### src/rtl/ibex_l2_rf_ctrl_if.sv
// Request/response channel between a requester and the L2 register-file
// front-end. The requester drives the request side and consumes responses.
interface ibex_l2_rf_ctrl_if #(
  parameter int DataWidth = 32
);
  logic                 req_valid;
  logic                 req_ready;
  logic                 req_we;
  logic [4:0]           req_addr;
  logic [DataWidth-1:0] req_wdata;

  logic                 rsp_valid;
  logic                 rsp_ready;
  logic [DataWidth-1:0] rsp_rdata;
  logic                 rsp_last;

  modport master (
    output req_valid, req_we, req_addr, req_wdata, rsp_ready,
    input  req_ready, rsp_valid, rsp_rdata, rsp_last
  );

  modport slave (
    input  req_valid, req_we, req_addr, req_wdata, rsp_ready,
    output req_ready, rsp_valid, rsp_rdata, rsp_last
  );
endinterface

### src/rtl/ibex_l2_rf_ctrl.sv
// Front-end for the L2 register file: single reads/writes over a valid/ready
// channel plus DUMP (stream regs 1..NumRegs-1) and CLEAR (zero regs
// 1..NumRegs-1). The file has one addr/wdata/we port and a 1-cycle read
// latency; only one operation is in flight at a time.
module ibex_l2_rf_ctrl #(
  parameter int DataWidth = 32,
  parameter int NumRegs   = 32
) (
  input  logic                 clk_i,
  input  logic                 rst_ni,
  ibex_l2_rf_ctrl_if.slave     bus,
  input  logic                 dump_i,
  input  logic                 clear_i,
  output logic                 busy_o,
  output logic [4:0]           rf_addr_o,
  output logic [DataWidth-1:0] rf_wdata_o,
  output logic                 rf_we_o,
  input  logic [DataWidth-1:0] rf_rdata_i
);

  typedef enum logic [1:0] {
    StIdle   = 2'd0,
    StRdWait = 2'd1,
    StRsp    = 2'd2,
    StClear  = 2'd3
  } state_e;

  // Index of the highest implemented register; terminates DUMP and CLEAR.
  localparam logic [4:0] LastIdx = 5'(NumRegs - 1);

  state_e               state_q, state_d;
  logic                 dump_mode_q, dump_mode_d;
  logic [4:0]           cnt_q, cnt_d;
  logic [4:0]           addr_q, addr_d;
  logic [DataWidth-1:0] rsp_data_q, rsp_data_d;
  logic                 rsp_last_q, rsp_last_d;

  // Register 0 is hardwired to zero and indices at or above NumRegs do not
  // exist: writes there are dropped and reads return zero.
  function automatic logic mapped(input logic [4:0] a);
    return (a != 5'd0) && ({1'b0, a} < 6'(NumRegs));
  endfunction

  // State and datapath registers.
  // NOTE: sequential state uses non-blocking assignments only, so every
  // register samples the pre-edge value of every other register.
  always_ff @(posedge clk_i or negedge rst_ni) begin
    if (!rst_ni) begin
      state_q     <= StIdle;
      dump_mode_q <= 1'b0;
      cnt_q       <= 5'd1;
      addr_q      <= 5'd0;
      rsp_data_q  <= '0;
      rsp_last_q  <= 1'b0;
    end else begin
      state_q     <= state_d;
      dump_mode_q <= dump_mode_d;
      cnt_q       <= cnt_d;
      addr_q      <= addr_d;
      rsp_data_q  <= rsp_data_d;
      rsp_last_q  <= rsp_last_d;
    end
  end

  // Next-state logic and register-file port drive.
  // NOTE: every signal written here gets a default first; a path that skips
  // an assignment would otherwise infer a latch.
  always_comb begin
    state_d       = state_q;
    dump_mode_d   = dump_mode_q;
    cnt_d         = cnt_q;
    addr_d        = addr_q;
    rsp_data_d    = rsp_data_q;
    rsp_last_d    = rsp_last_q;
    bus.req_ready = 1'b0;
    rf_addr_o     = addr_q;
    rf_wdata_o    = '0;
    rf_we_o       = 1'b0;

    unique case (state_q)
      StIdle: begin
        // Bulk commands win over a pending request; the request is held off.
        bus.req_ready = !clear_i && !dump_i;
        if (clear_i) begin
          cnt_d   = 5'd1;
          state_d = StClear;
        end else if (dump_i) begin
          dump_mode_d = 1'b1;
          cnt_d       = 5'd1;
          addr_d      = 5'd1;
          rf_addr_o   = 5'd1;
          state_d     = StRdWait;
        end else if (bus.req_valid) begin
          rf_addr_o = bus.req_addr;
          if (bus.req_we) begin
            // Writes complete in the accept cycle and produce no response.
            if (mapped(bus.req_addr)) begin
              rf_we_o    = 1'b1;
              rf_wdata_o = bus.req_wdata;
            end
          end else begin
            addr_d      = bus.req_addr;
            dump_mode_d = 1'b0;
            state_d     = StRdWait;
          end
        end
      end

      StRdWait: begin
        // Read data for the address presented last cycle arrives now.
        rsp_data_d = mapped(addr_q) ? rf_rdata_i : '0;
        rsp_last_d = !dump_mode_q || (cnt_q == LastIdx);
        state_d    = StRsp;
      end

      StRsp: begin
        if (bus.rsp_ready) begin
          if (dump_mode_q && !rsp_last_q) begin
            // Present the next address in the handshake cycle so its data is
            // ready in the following RD_WAIT cycle.
            cnt_d     = cnt_q + 5'd1;
            addr_d    = addr_q + 5'd1;
            rf_addr_o = addr_q + 5'd1;
            state_d   = StRdWait;
          end else begin
            dump_mode_d = 1'b0;
            cnt_d       = 5'd1;
            state_d     = StIdle;
          end
        end
      end

      StClear: begin
        rf_addr_o = cnt_q;
        rf_we_o   = 1'b1;
        if (cnt_q == LastIdx) begin
          cnt_d   = 5'd1;
          state_d = StIdle;
        end else begin
          cnt_d = cnt_q + 5'd1;
        end
      end

      default: state_d = StIdle;
    endcase
  end

  // Response channel and status are straight from registered state.
  assign bus.rsp_valid = (state_q == StRsp);
  assign bus.rsp_rdata = rsp_data_q;
  assign bus.rsp_last  = rsp_last_q;
  assign busy_o        = (state_q != StIdle);

endmodule

### src/flat_wrapper.sv
// flat-port wrapper written by rule: the top's interface ports become plain ports
module ibex_l2_rf_ctrl_flat 
#(
  parameter int DataWidth = 32,
  parameter int NumRegs   = 32
)
  (clk_i, rst_ni, dump_i, clear_i, busy_o, rf_addr_o, rf_wdata_o, rf_we_o, rf_rdata_i, bus_req_valid, bus_req_we, bus_req_addr, bus_req_wdata, bus_rsp_ready, bus_req_ready, bus_rsp_valid, bus_rsp_rdata, bus_rsp_last);
  ibex_l2_rf_ctrl_if #(.DataWidth(DataWidth)) bus_i ();
  input  logic clk_i;
  input  logic rst_ni;
  input  logic dump_i;
  input  logic clear_i;
  output logic busy_o;
  output logic [4:0] rf_addr_o;
  output logic [DataWidth-1:0] rf_wdata_o;
  output logic rf_we_o;
  input  logic [DataWidth-1:0] rf_rdata_i;
  input wire logic [$bits(bus_i.req_valid)-1:0] bus_req_valid;
  input wire logic [$bits(bus_i.req_we)-1:0] bus_req_we;
  input wire logic [$bits(bus_i.req_addr)-1:0] bus_req_addr;
  input wire logic [$bits(bus_i.req_wdata)-1:0] bus_req_wdata;
  input wire logic [$bits(bus_i.rsp_ready)-1:0] bus_rsp_ready;
  output wire logic [$bits(bus_i.req_ready)-1:0] bus_req_ready;
  output wire logic [$bits(bus_i.rsp_valid)-1:0] bus_rsp_valid;
  output wire logic [$bits(bus_i.rsp_rdata)-1:0] bus_rsp_rdata;
  output wire logic [$bits(bus_i.rsp_last)-1:0] bus_rsp_last;
  assign bus_i.req_valid = bus_req_valid;
  assign bus_i.req_we = bus_req_we;
  assign bus_i.req_addr = bus_req_addr;
  assign bus_i.req_wdata = bus_req_wdata;
  assign bus_i.rsp_ready = bus_rsp_ready;
  assign bus_req_ready = bus_i.req_ready;
  assign bus_rsp_valid = bus_i.rsp_valid;
  assign bus_rsp_rdata = bus_i.rsp_rdata;
  assign bus_rsp_last = bus_i.rsp_last;
  ibex_l2_rf_ctrl #(.DataWidth(DataWidth), .NumRegs(NumRegs)) u_core (.clk_i(clk_i), .rst_ni(rst_ni), .bus(bus_i), .dump_i(dump_i), .clear_i(clear_i), .busy_o(busy_o), .rf_addr_o(rf_addr_o), .rf_wdata_o(rf_wdata_o), .rf_we_o(rf_we_o), .rf_rdata_i(rf_rdata_i));
endmodule
### config.mk
export PLATFORM = sky130hd
export DESIGN_NAME = ibex_l2_rf_ctrl_flat
export DESIGN_NICKNAME = d
export VERILOG_FILES = /design/src/rtl/ibex_l2_rf_ctrl_if.sv /design/src/rtl/ibex_l2_rf_ctrl.sv /design/src/flat_wrapper.sv
export SDC_FILE = /design/constraint.sdc
export NUM_CORES = 1
export LEC_CHECK = 0
export ABC_AREA = 1
export ABC_CLOCK_PERIOD_IN_PS = 2900
export BUFFER_PORTS_ARGS = -buffer_cell sky130_fd_sc_hd__buf_2
export CAP_MARGIN = 20
export CELL_PAD_IN_SITES_DETAIL_PLACEMENT = 1
export CELL_PAD_IN_SITES_GLOBAL_PLACEMENT = 1
export CORE_ASPECT_RATIO = 1.1
export CORE_MARGIN = 2
export CORE_UTILIZATION = 33
export DETAILED_ROUTE_END_ITERATION = 12
export PLACE_DENSITY_LB_ADDON = 0.1
export SLEW_MARGIN = 15
export SYNTH_ARGS = -nofsm -noshare
export SYNTH_HDL_FRONTEND = slang
export SYNTH_SLANG_ARGS = --single-unit
### constraint.sdc
create_clock -name clk_i -period 2.9 [get_ports clk_i]
set_input_delay 0 -clock clk_i [delete_from_list [all_inputs] [get_ports clk_i]]
set_output_delay 0 -clock clk_i [all_outputs]
set_load 0.1 [all_outputs]
## Word-level counts from Yosys, hierarchy flattened

Index checks and enable logic that the tools add are counted.

| word-level totals | value |
|---|---|
| flip-flop bits (word level) | 46 |
| latch bits | 0 |
| bits in writable memories | 0 |
| memory bits (read-only) | 0 |
| input bits | 76 |
| output and inout bits | 74 |
| word-level logic and storage cells | 84 |
| memories | 0 |

| cells by class | value |
|---|---|
| add/sub/neg operators | 2 |
| multipliers | 0 |
| div/mod/pow operators | 0 |
| $lt $le $gt $ge | 0 |
| equal/unequal tests | 13 |
| shifts and indexed selects | 0 |
| mux-type cells | 46 |
| bitwise logic cells | 0 |
| reduce and logical (&&, ||, !) cells | 17 |

Operators by type and width:

| kind | number |
|---|---|
| $mux 32 | 7 |
| $mux 5 | 14 |
| $pmux 5 s3 | 2 |
| $mux 1 | 13 |
| $mux 2 | 6 |
| $add 5x1->5 const B | 2 |
| $pmux 5 s2 | 1 |
| $reduce_bool 5->1 | 2 |
| $ne 3x3->1 const B | 3 |
| $ne 4x4->1 const B | 2 |
| $pmux 2 s4 | 1 |
| $reduce_and 4->1 | 2 |
| $ne 2x2->1 const B | 3 |
| $reduce_and 6->1 | 1 |
| $eq 5x5->1 const B | 1 |
| $eq 2x2->1 const B | 2 |
| $logic_not 1->1 | 4 |
| $pmux 1 s2 | 2 |
| $reduce_bool 2->1 | 2 |
| $reduce_and 3->1 | 1 |
| $reduce_bool 3->1 | 1 |
| $eq 2x1->1 const B | 1 |
| $logic_and 1x1->1 | 2 |
| $logic_not 2->1 | 1 |
| other kinds (2) | 2 |

## Logic depth before layout (Yosys ltp)

Gate-level depths: netlist of the first run.

| depth | value |
|---|---|
| depth after elaboration | 7 |
| mapped depth | 11 |
| depth with buffers taken out | 10 |

## Worst setup path after synthesis of the first run

OpenSTA, ideal clock, no wires.

| path | value |
|---|---|
| kind | flip-flop to output port |
| start | register u_core.state_q[0] |
| end | output port rf_addr_o[2] |
| data arrival time | 3.467 ns |
| data required time | 2.900 ns |
| path slack | -0.567 ns |
| cell stages (with the launch flop) | 10 |
| buffers on the path | 1 |
| cell sequence | dfrtp_1 -> inv_1 -> ha_1 -> buf_6 -> nand2_1 -> nor2_2 -> nand2_1 -> o211ai_1 -> inv_1 -> a21oi_1 |

| on the way | value |
|---|---|
| word-level cells in the longest chain between the ends | 2 |
| elaborated cells between the ends (all ways) | 4 |
| those cells by class | eq/ne: 2; mux: 1; reduce/logical: 1 |

Ends and longest elaborated chain:

| what | RTL line | RTL |
|---|---|---|
| from (decl) | ibex_l2_rf_ctrl.sv:31 | `state_e state_q, state_d;` |
| from (signal assigned) | ibex_l2_rf_ctrl.sv:49 | `state_q <= StIdle;` |
| from (signal assigned) | ibex_l2_rf_ctrl.sv:56 | `state_q <= state_d;` |
| $eq 2x2->1 / $logic_not 2->1 (equally long branches) | ibex_l2_rf_ctrl.sv:80 | `unique case (state_q)` |
| $pmux 5 s3 * | ibex_l2_rf_ctrl.sv:80 |  |
| to (decl) | flat_wrapper.sv:14 | `output logic [4:0] rf_addr_o;` |

Every way passes the cells marked *; elsewhere a longest branch is shown, timed or not.

## Worst setup path after layout of the first run

| path | value |
|---|---|
| start | register u_core.state_q[1] |
| end | output port rf_we_o |

| on the way | value |
|---|---|
| word-level cells in the longest chain between the ends | 2 |
| elaborated cells between the ends (all ways) | 3 |
| those cells by class | eq/ne: 1; mux: 1; reduce/logical: 1 |

Ends and longest elaborated chain:

| what | RTL line | RTL |
|---|---|---|
| $eq 2x2->1 / $logic_not 2->1 (equally long branches) | ibex_l2_rf_ctrl.sv:80 |  |
| $pmux 1 s2 * | ibex_l2_rf_ctrl.sv:80 |  |
| to (decl) | flat_wrapper.sv:16 | `output logic rf_we_o;` |

Marked as above.

==> results.json, run 1 <==
{
  "status": "completed",
  "clock_network_latency_to_the_later_pin_of_the_worst_skew_pair_ns": 0.30,
  "globalRoute.totalOverflow": 0,
  "detail_route.drc_violations": 0,
  "worst_hold_path.endpoint": "u_core.dump_mode_q",
  "fp.dieW_um": 92.5,
  "placementRows": 35,
  "grt_max_degree": 39,
  "post-route-min-period_ns": 2.60,
  "top_level_ports": 150,
  "grt_pass1_vias": 3451,
  "antenna_left": 0,
  "clock_tree.buffer_depth": 2,
  "report.final.slew_viol_count": 0,
  "drive_gt1_share_pct": 32.5,
  "max_cap_viol_count": 0,
  "cts.hold.buffers_added": 33,
  "fmax_ghz": 0.385,
  "synthCells": 403,
  "io_buffer_count": 149,
  "mostFrequentLayoutCells": "buf_2 (148), nand2_1 (108), inv_1 (60), nand3_1 (54), dfrtp_1 (45)",
  "leading_cell_type_in_the_layout_fill_and_taps_excluded": "buf_2",
  "syn-num-nets": 487,
  "cts-buffers-inserted": 5,
  "routed_wl_um": 9790,
  "fin_crit_sh_pct": 89.5,
  "groute.usage.overall_pct": 21.1,
  "cts.root.buffer_cell": "clkbuf_8",
  "initialDrtViolationCount": 88,
  "worstReg2RegStart": "u_core.cnt_q[0]",
  "diodes": 0,
  "synth_warnings": 0,
  "post_drt_wl_per_cell_um": 14.2,
  "seq_area_um2": 1150,
  "crit_path_max_incr_delay_ns": 0.45,
  "hold_class": "input pin to flop",
  "timing.critical_path.fanout_max": 21,
  "ff2ff_path_depth": 9,
  "rsz0062_at_grt": "no",
  "setup.worst_path.class": "flop to primary output",
  "cts-resized-gates": 0,
  "cts_sinks": 46,
  "cts.repair_timing.setup_buffer_count": 0,
  "finish.net_count": 664,
  "htreeDepth": 2,
  "critical_path.slowest_cell": "buf_2",
  "post_synth_instance_area_um2": 2840,
  "worstPathArrival_ns": 2.60,
  "die_h_um": 101,
  "dr.pass1.iters": 4,
  "total_via_count_after_detailed_routing": 3289,
  "tritoncts_clock_tree": "yes",
  "area_overhead_vs_synth_pct": 45.2,
  "antenna_found_initial": 0,
  "setup.worst_path.end_class": "primary output",
  "hold_start": "dump_i",
  "die-area_um2": 9370,
  "ys_ff_latch": 46,
  "critical_path.cell_chain": "inv_1 -> ha_1 -> nand2_1 -> nor3_4 -> o31ai_4 -> buf_4 -> a21oi_1 -> buf_2",
  "n_fill_cell": 1120,
  "worstMarginPinSlew_ns": 0.715,
  "timing.final.hold_violations": 0,
  "timing.hold.worst_path_depth": 3,
  "mean_number_of_vias_per_cell": 4.75,
  "syn_avg_cell_area_um2": 7.05,
  "place_congestion": 0.843,
  "critPathRequiredTime_ns": 2.90,
  "r2r_setup_slack_ns": 0.93,
  "post_synthesis_cell_type_count": 28,
  "slew_headroom_pct": 52.3,
  "final.setup_skew_ns": 0.00850,
  "multiInputGateArea_um2": 1350,
  "critical_path.reg2reg.endpoint": "u_core.state_q[1]",
  "synth_seq_area_share_pct": 40.6,
  "hpwl_um": 7160,
  "clock_pin_slew_of_the_registers_on_the_worst_case_setup_and_hold_paths_ns": 0.09,
  "setup_violations": 0,
  "place_area_um2": 3680,
  "stdcell_area_um2": 4120,
  "initial_utilization_pct": 34.0,
  "critical_path.startpoint_type": "flop",
  "grt_first_pass_wirelength_um": 16100,
  "floorplan_core_area_um2": 8360
}
==> how the worst max path moves through the flow <==
stage	from	end	cells after the start
floorplan	u_core.state_q[0]	rf_addr_o[2]	9
global placement	u_core.state_q[0]	rf_we_o	8
detailed placement	u_core.state_q[0]	rf_we_o	8
CTS	u_core.state_q[1]	rf_we_o	8
global route	u_core.state_q[0]	rf_we_o	8
finish	u_core.state_q[1]	rf_we_o	8
==> synth_stat cells <==
cell type	n	area, um^2
nand2_1	108	405
inv_1	60	225
nand3_1	54	270
dfrtp_1	45	1130
nor2_1	38	143
o21ai_0	19	95.1
a21oi_1	13	65.1
nor2_2	13	81.3
ha_1	8	100
buf_2	6	30.0
buf_6	4	45.0
inv_2	4	15.0
nand4_1	4	25.0
nor3_1	4	20.0
buf_1	3	11.3
clkbuf_1	3	11.3
o211ai_1	3	22.5
o21ai_1	3	15.0
o21bai_1	2	15.0
a21oi_2	1	8.76
buf_4	1	7.51
dfstp_2	1	26.3
nand2_4	1	11.3
nand3_2	1	10.0
nor2_4	1	11.3
nor3_4	1	16.3
o31ai_4	1	21.3
or2_1	1	6.26
==> critical path, delay by kind of cell (launching register included) <==
kind	cells	cell delay, ns
compound gates	2	0.36
fa+ha+maj	1	0.31
buf+inv	3	0.83
flops	1	0.41
simple gates	2	0.38
==> per-layer routing <==
layer | up-vias | track usage (%) | part of all wire [%]
li1 | 1604 | - | -
met1 | 1553 | 25.5 | 42
met2 | 122 | 37.7 | 49
met3 | 10 | 4.91 | 8.1
met4 | 0 | 6.31 | 1.6
met5 | - | 0 | 0
==> through the flow <==
step | util, % | hold WS (ns) | std cells | setup TNS (ns) | setup slack [ns]
6_report | 49.3 | 0.0416 | 692 | 0 | 0.304
5_1_grt | 49.3 | 0.0433 | 692 | 0 | 0.136
4_1_cts | 49.3 | 0.0255 | 692 | 0 | 0.270
3_5_place_dp | 44.0 | 0.0785 | 651 | 0 | 0.622
3_3_place_gp | 44.0 | 0.0638 | 651 | 0 | 0.752
2_1_floorplan | - | -0.296 | 403 | -0.0186 | -0.0186
==> cell families (layout without fill, tap and decap cells) <==
group,count (synthesis),after routing,synth area share [%]
buffers and inverters,81,259,12.2
adders and majority gates,8,8,3.52
and+or+nand+nor,226,226,35.2
DFF,46,46,40.6
AOI/OAI and AO/OA,42,42,8.55
==> registers in the layout, indices dropped and copies added, names as in the netlist <==
signal	count
u_core.bus.rsp_rdata	32
u_core.addr_q	5
u_core.cnt_q	5
u_core.state_q	2
u_core.bus.rsp_last	1
u_core.dump_mode_q	1
==> final cells by class <==
cell class                 count  area share [%]
inverter                      64            5.83
clock buffer                   8            2.67
tap                          111            3.37
multi-input combinational    276            32.8
sequential                    46            27.9
timing repair buffer         187            27.4
Power of run 1 is not shown: default switching activity piles up to over one toggle a cycle in this logic, so the estimate is an artifact.
==> run 2, diff against run 1 <==
CORE_MARGIN = unset   (was 2)
CORE_UTILIZATION = 34   (was 33)
CTS_BUF_LIST = sky130_fd_sc_hd__clkbuf_8   (was unset)
==> results.json, run 2 (same netlist as run 1, synthesis figures left out) <==
{
  "status": "completed",
  "post_drt_wl_per_cell_um": 14.1,
  "hpwl_um": 6910,
  "drive_gt1_share_pct": 32.2,
  "critical_path.slowest_cell": "buf_2",
  "worstPathArrival_ns": 2.43,
  "mostFrequentLayoutCells": "buf_2 (147), nand2_1 (108), inv_1 (61), nand3_1 (54), dfrtp_1 (45)",
  "cts.root.buffer_cell": "clkbuf_8",
  "antenna_found_initial": 0,
  "globalRoute.totalOverflow": 0,
  "fin_crit_sh_pct": 83.7,
  "final.setup.worst_slack_ns": 0.472,
  "fmax_ghz": 0.412,
  "setup.worst_path.class": "flop to primary output",
  "grt_use_met2_pct": 40.1,
  "hold_class": "input pin to flop",
  "htreeDepth": 2,
  "initial_utilization_pct": 35.5,
  "post-route-min-period_ns": 2.43,
  "io_buffer_count": 149,
  "report.final.slew_viol_count": 0,
  "total_via_count_after_detailed_routing": 3243,
  "antenna_left": 0,
  "tritoncts_clock_tree": "yes",
  "placementRows": 34,
  "cts-buffers-inserted": 5,
  "place_ws_ns": 0.762,
  "top_level_ports": 150,
  "finish.net_count": 663,
  "clock_pin_slew_of_the_registers_on_the_worst_case_setup_and_hold_paths_ns": 0.09,
  "mean_number_of_vias_per_cell": 4.71,
  "diodes": 0,
  "setup-tns-final_ns": 0,
  "rsz0062_at_grt": "no",
  "area_overhead_vs_synth_pct": 44.2,
  "floorplan_core_area_um2": 8000,
  "clock_network_latency_to_the_later_pin_of_the_worst_skew_pair_ns": 0.29,
  "n_fill_cell": 1087,
  "fp.dieW_um": 89.1,
  "leading_cell_type_in_the_layout_fill_and_taps_excluded": "buf_2",
  "timing.critical_path.fanout_max": 32,
  "cts_sinks": 46,
  "worstMarginPinSlew_ns": 0.603,
  "met3_usage_pct": 3.63,
  "final.setup_skew_ns": 0.00598,
  "largest_register_ff_count": 32,
  "critical_path.startpoint_type": "flop",
  "most_used_routing_layer": "met2",
  "max_cap_viol_count": 0,
  "initialDrtViolationCount": 117,
  "groute.usage.overall_pct": 22.5,
  "timing.final.hold_violations": 0,
  "die-area_um2": 8720,
  "grt_util_met1_pct": 28.3,
  "routed_wl_um": 9730,
  "dr.pass1.iters": 4,
  "place_congestion": 0.820,
  "grt_first_pass_wirelength_um": 15600,
  "crit_path_max_incr_delay_ns": 0.44,
  "slew_headroom_pct": 59.8,
  "detail_route.drc_violations": 0,
  "clock_tree.buffer_depth": 2,
  "grt_pass1_vias": 3220,
  "critPathRequiredTime_ns": 2.90,
  "critical_path.cell_chain": "inv_1 -> ha_1 -> nand2_1 -> nor3_4 -> o31ai_4 -> buf_4 -> nor2_1 -> buf_2",
  "setup.worst_path.end_class": "primary output",
  "setup_violations": 0,
  "die_h_um": 97.9,
  "grt_max_degree": 47
}
## run 2: critical path, delay by kind of cell (launching register included)
kind,cells,cell delay [ns]
AO/OA/AOI/OAI,1,0.10
adder cells (fa/ha/maj),1,0.31
buffers and inverters,3,0.80
flip-flops,1,0.41
AND/OR/NAND/NOR,3,0.51
## run 2: routing by layer
layer | part of all wire [%] | wire length [um] | vias up
met3 | 7.2 | 704 | 7
met1 | 42 | 4050 | 1509
met2 | 50 | 4910 | 127
met5 | 0 | 0 | -
met4 | 0.68 | 66 | 0
li1 | - | - | 1600
## run 2: what timing repair did
item                       CTS  global route
hold endpoints to repair    77             0
buffers inserted             0             0
resized for setup            0             0
setup endpoints to repair    0             0
hold buffers                33             0
## run 2: layout make-up
cell class                 count  area, um^2  share of cell area [%]
multi-input combinational    276        1350                    33.0
sequential                    46        1150                    28.1
timing repair buffer         186        1120                    27.4
inverter                      64         240                    5.86
tap                          108         135                    3.30
clock buffer                   6        82.6                    2.02
clock inverter                 2        8.76                   0.214
## run 2: path summary, 6_finish.rpt
kind | startpoint | endpoint | slack (ns) | depth (start not counted)
hold / removal | dump_i | u_core.dump_mode_q | 0.06 | 3
hold reg to reg | u_core.bus.rsp_rdata[29] | u_core.bus.rsp_rdata[29] | 0.48 | 2
max in group asynchronous | rst_ni | u_core.addr_q[2] | 2.23 | 2
setup / recovery | u_core.state_q[0] | rf_wdata_o[24] | 0.47 | 8
setup reg to reg | u_core.cnt_q[0] | u_core.state_q[0] | 0.97 | 8
min in group asynchronous | rst_ni | u_core.bus.rsp_rdata[18] | 0.24 | 2
## run 2: stage by stage
stage | hold WS (ns) | cells | cell area, um^2 | utilization, %
after global routing | 0.0774 | 688 | 4100 | 51.2
after detailed placement | 0.231 | 647 | 3670 | 45.9
after CTS | 0.0407 | 688 | 4090 | 51.2
after floorplan | -0.296 | 403 | 2850 | -
after global placement | 0.222 | 647 | 3670 | 45.9
final | 0.0554 | 688 | 4100 | 51.2
Power of run 2 is left out for the same reason.
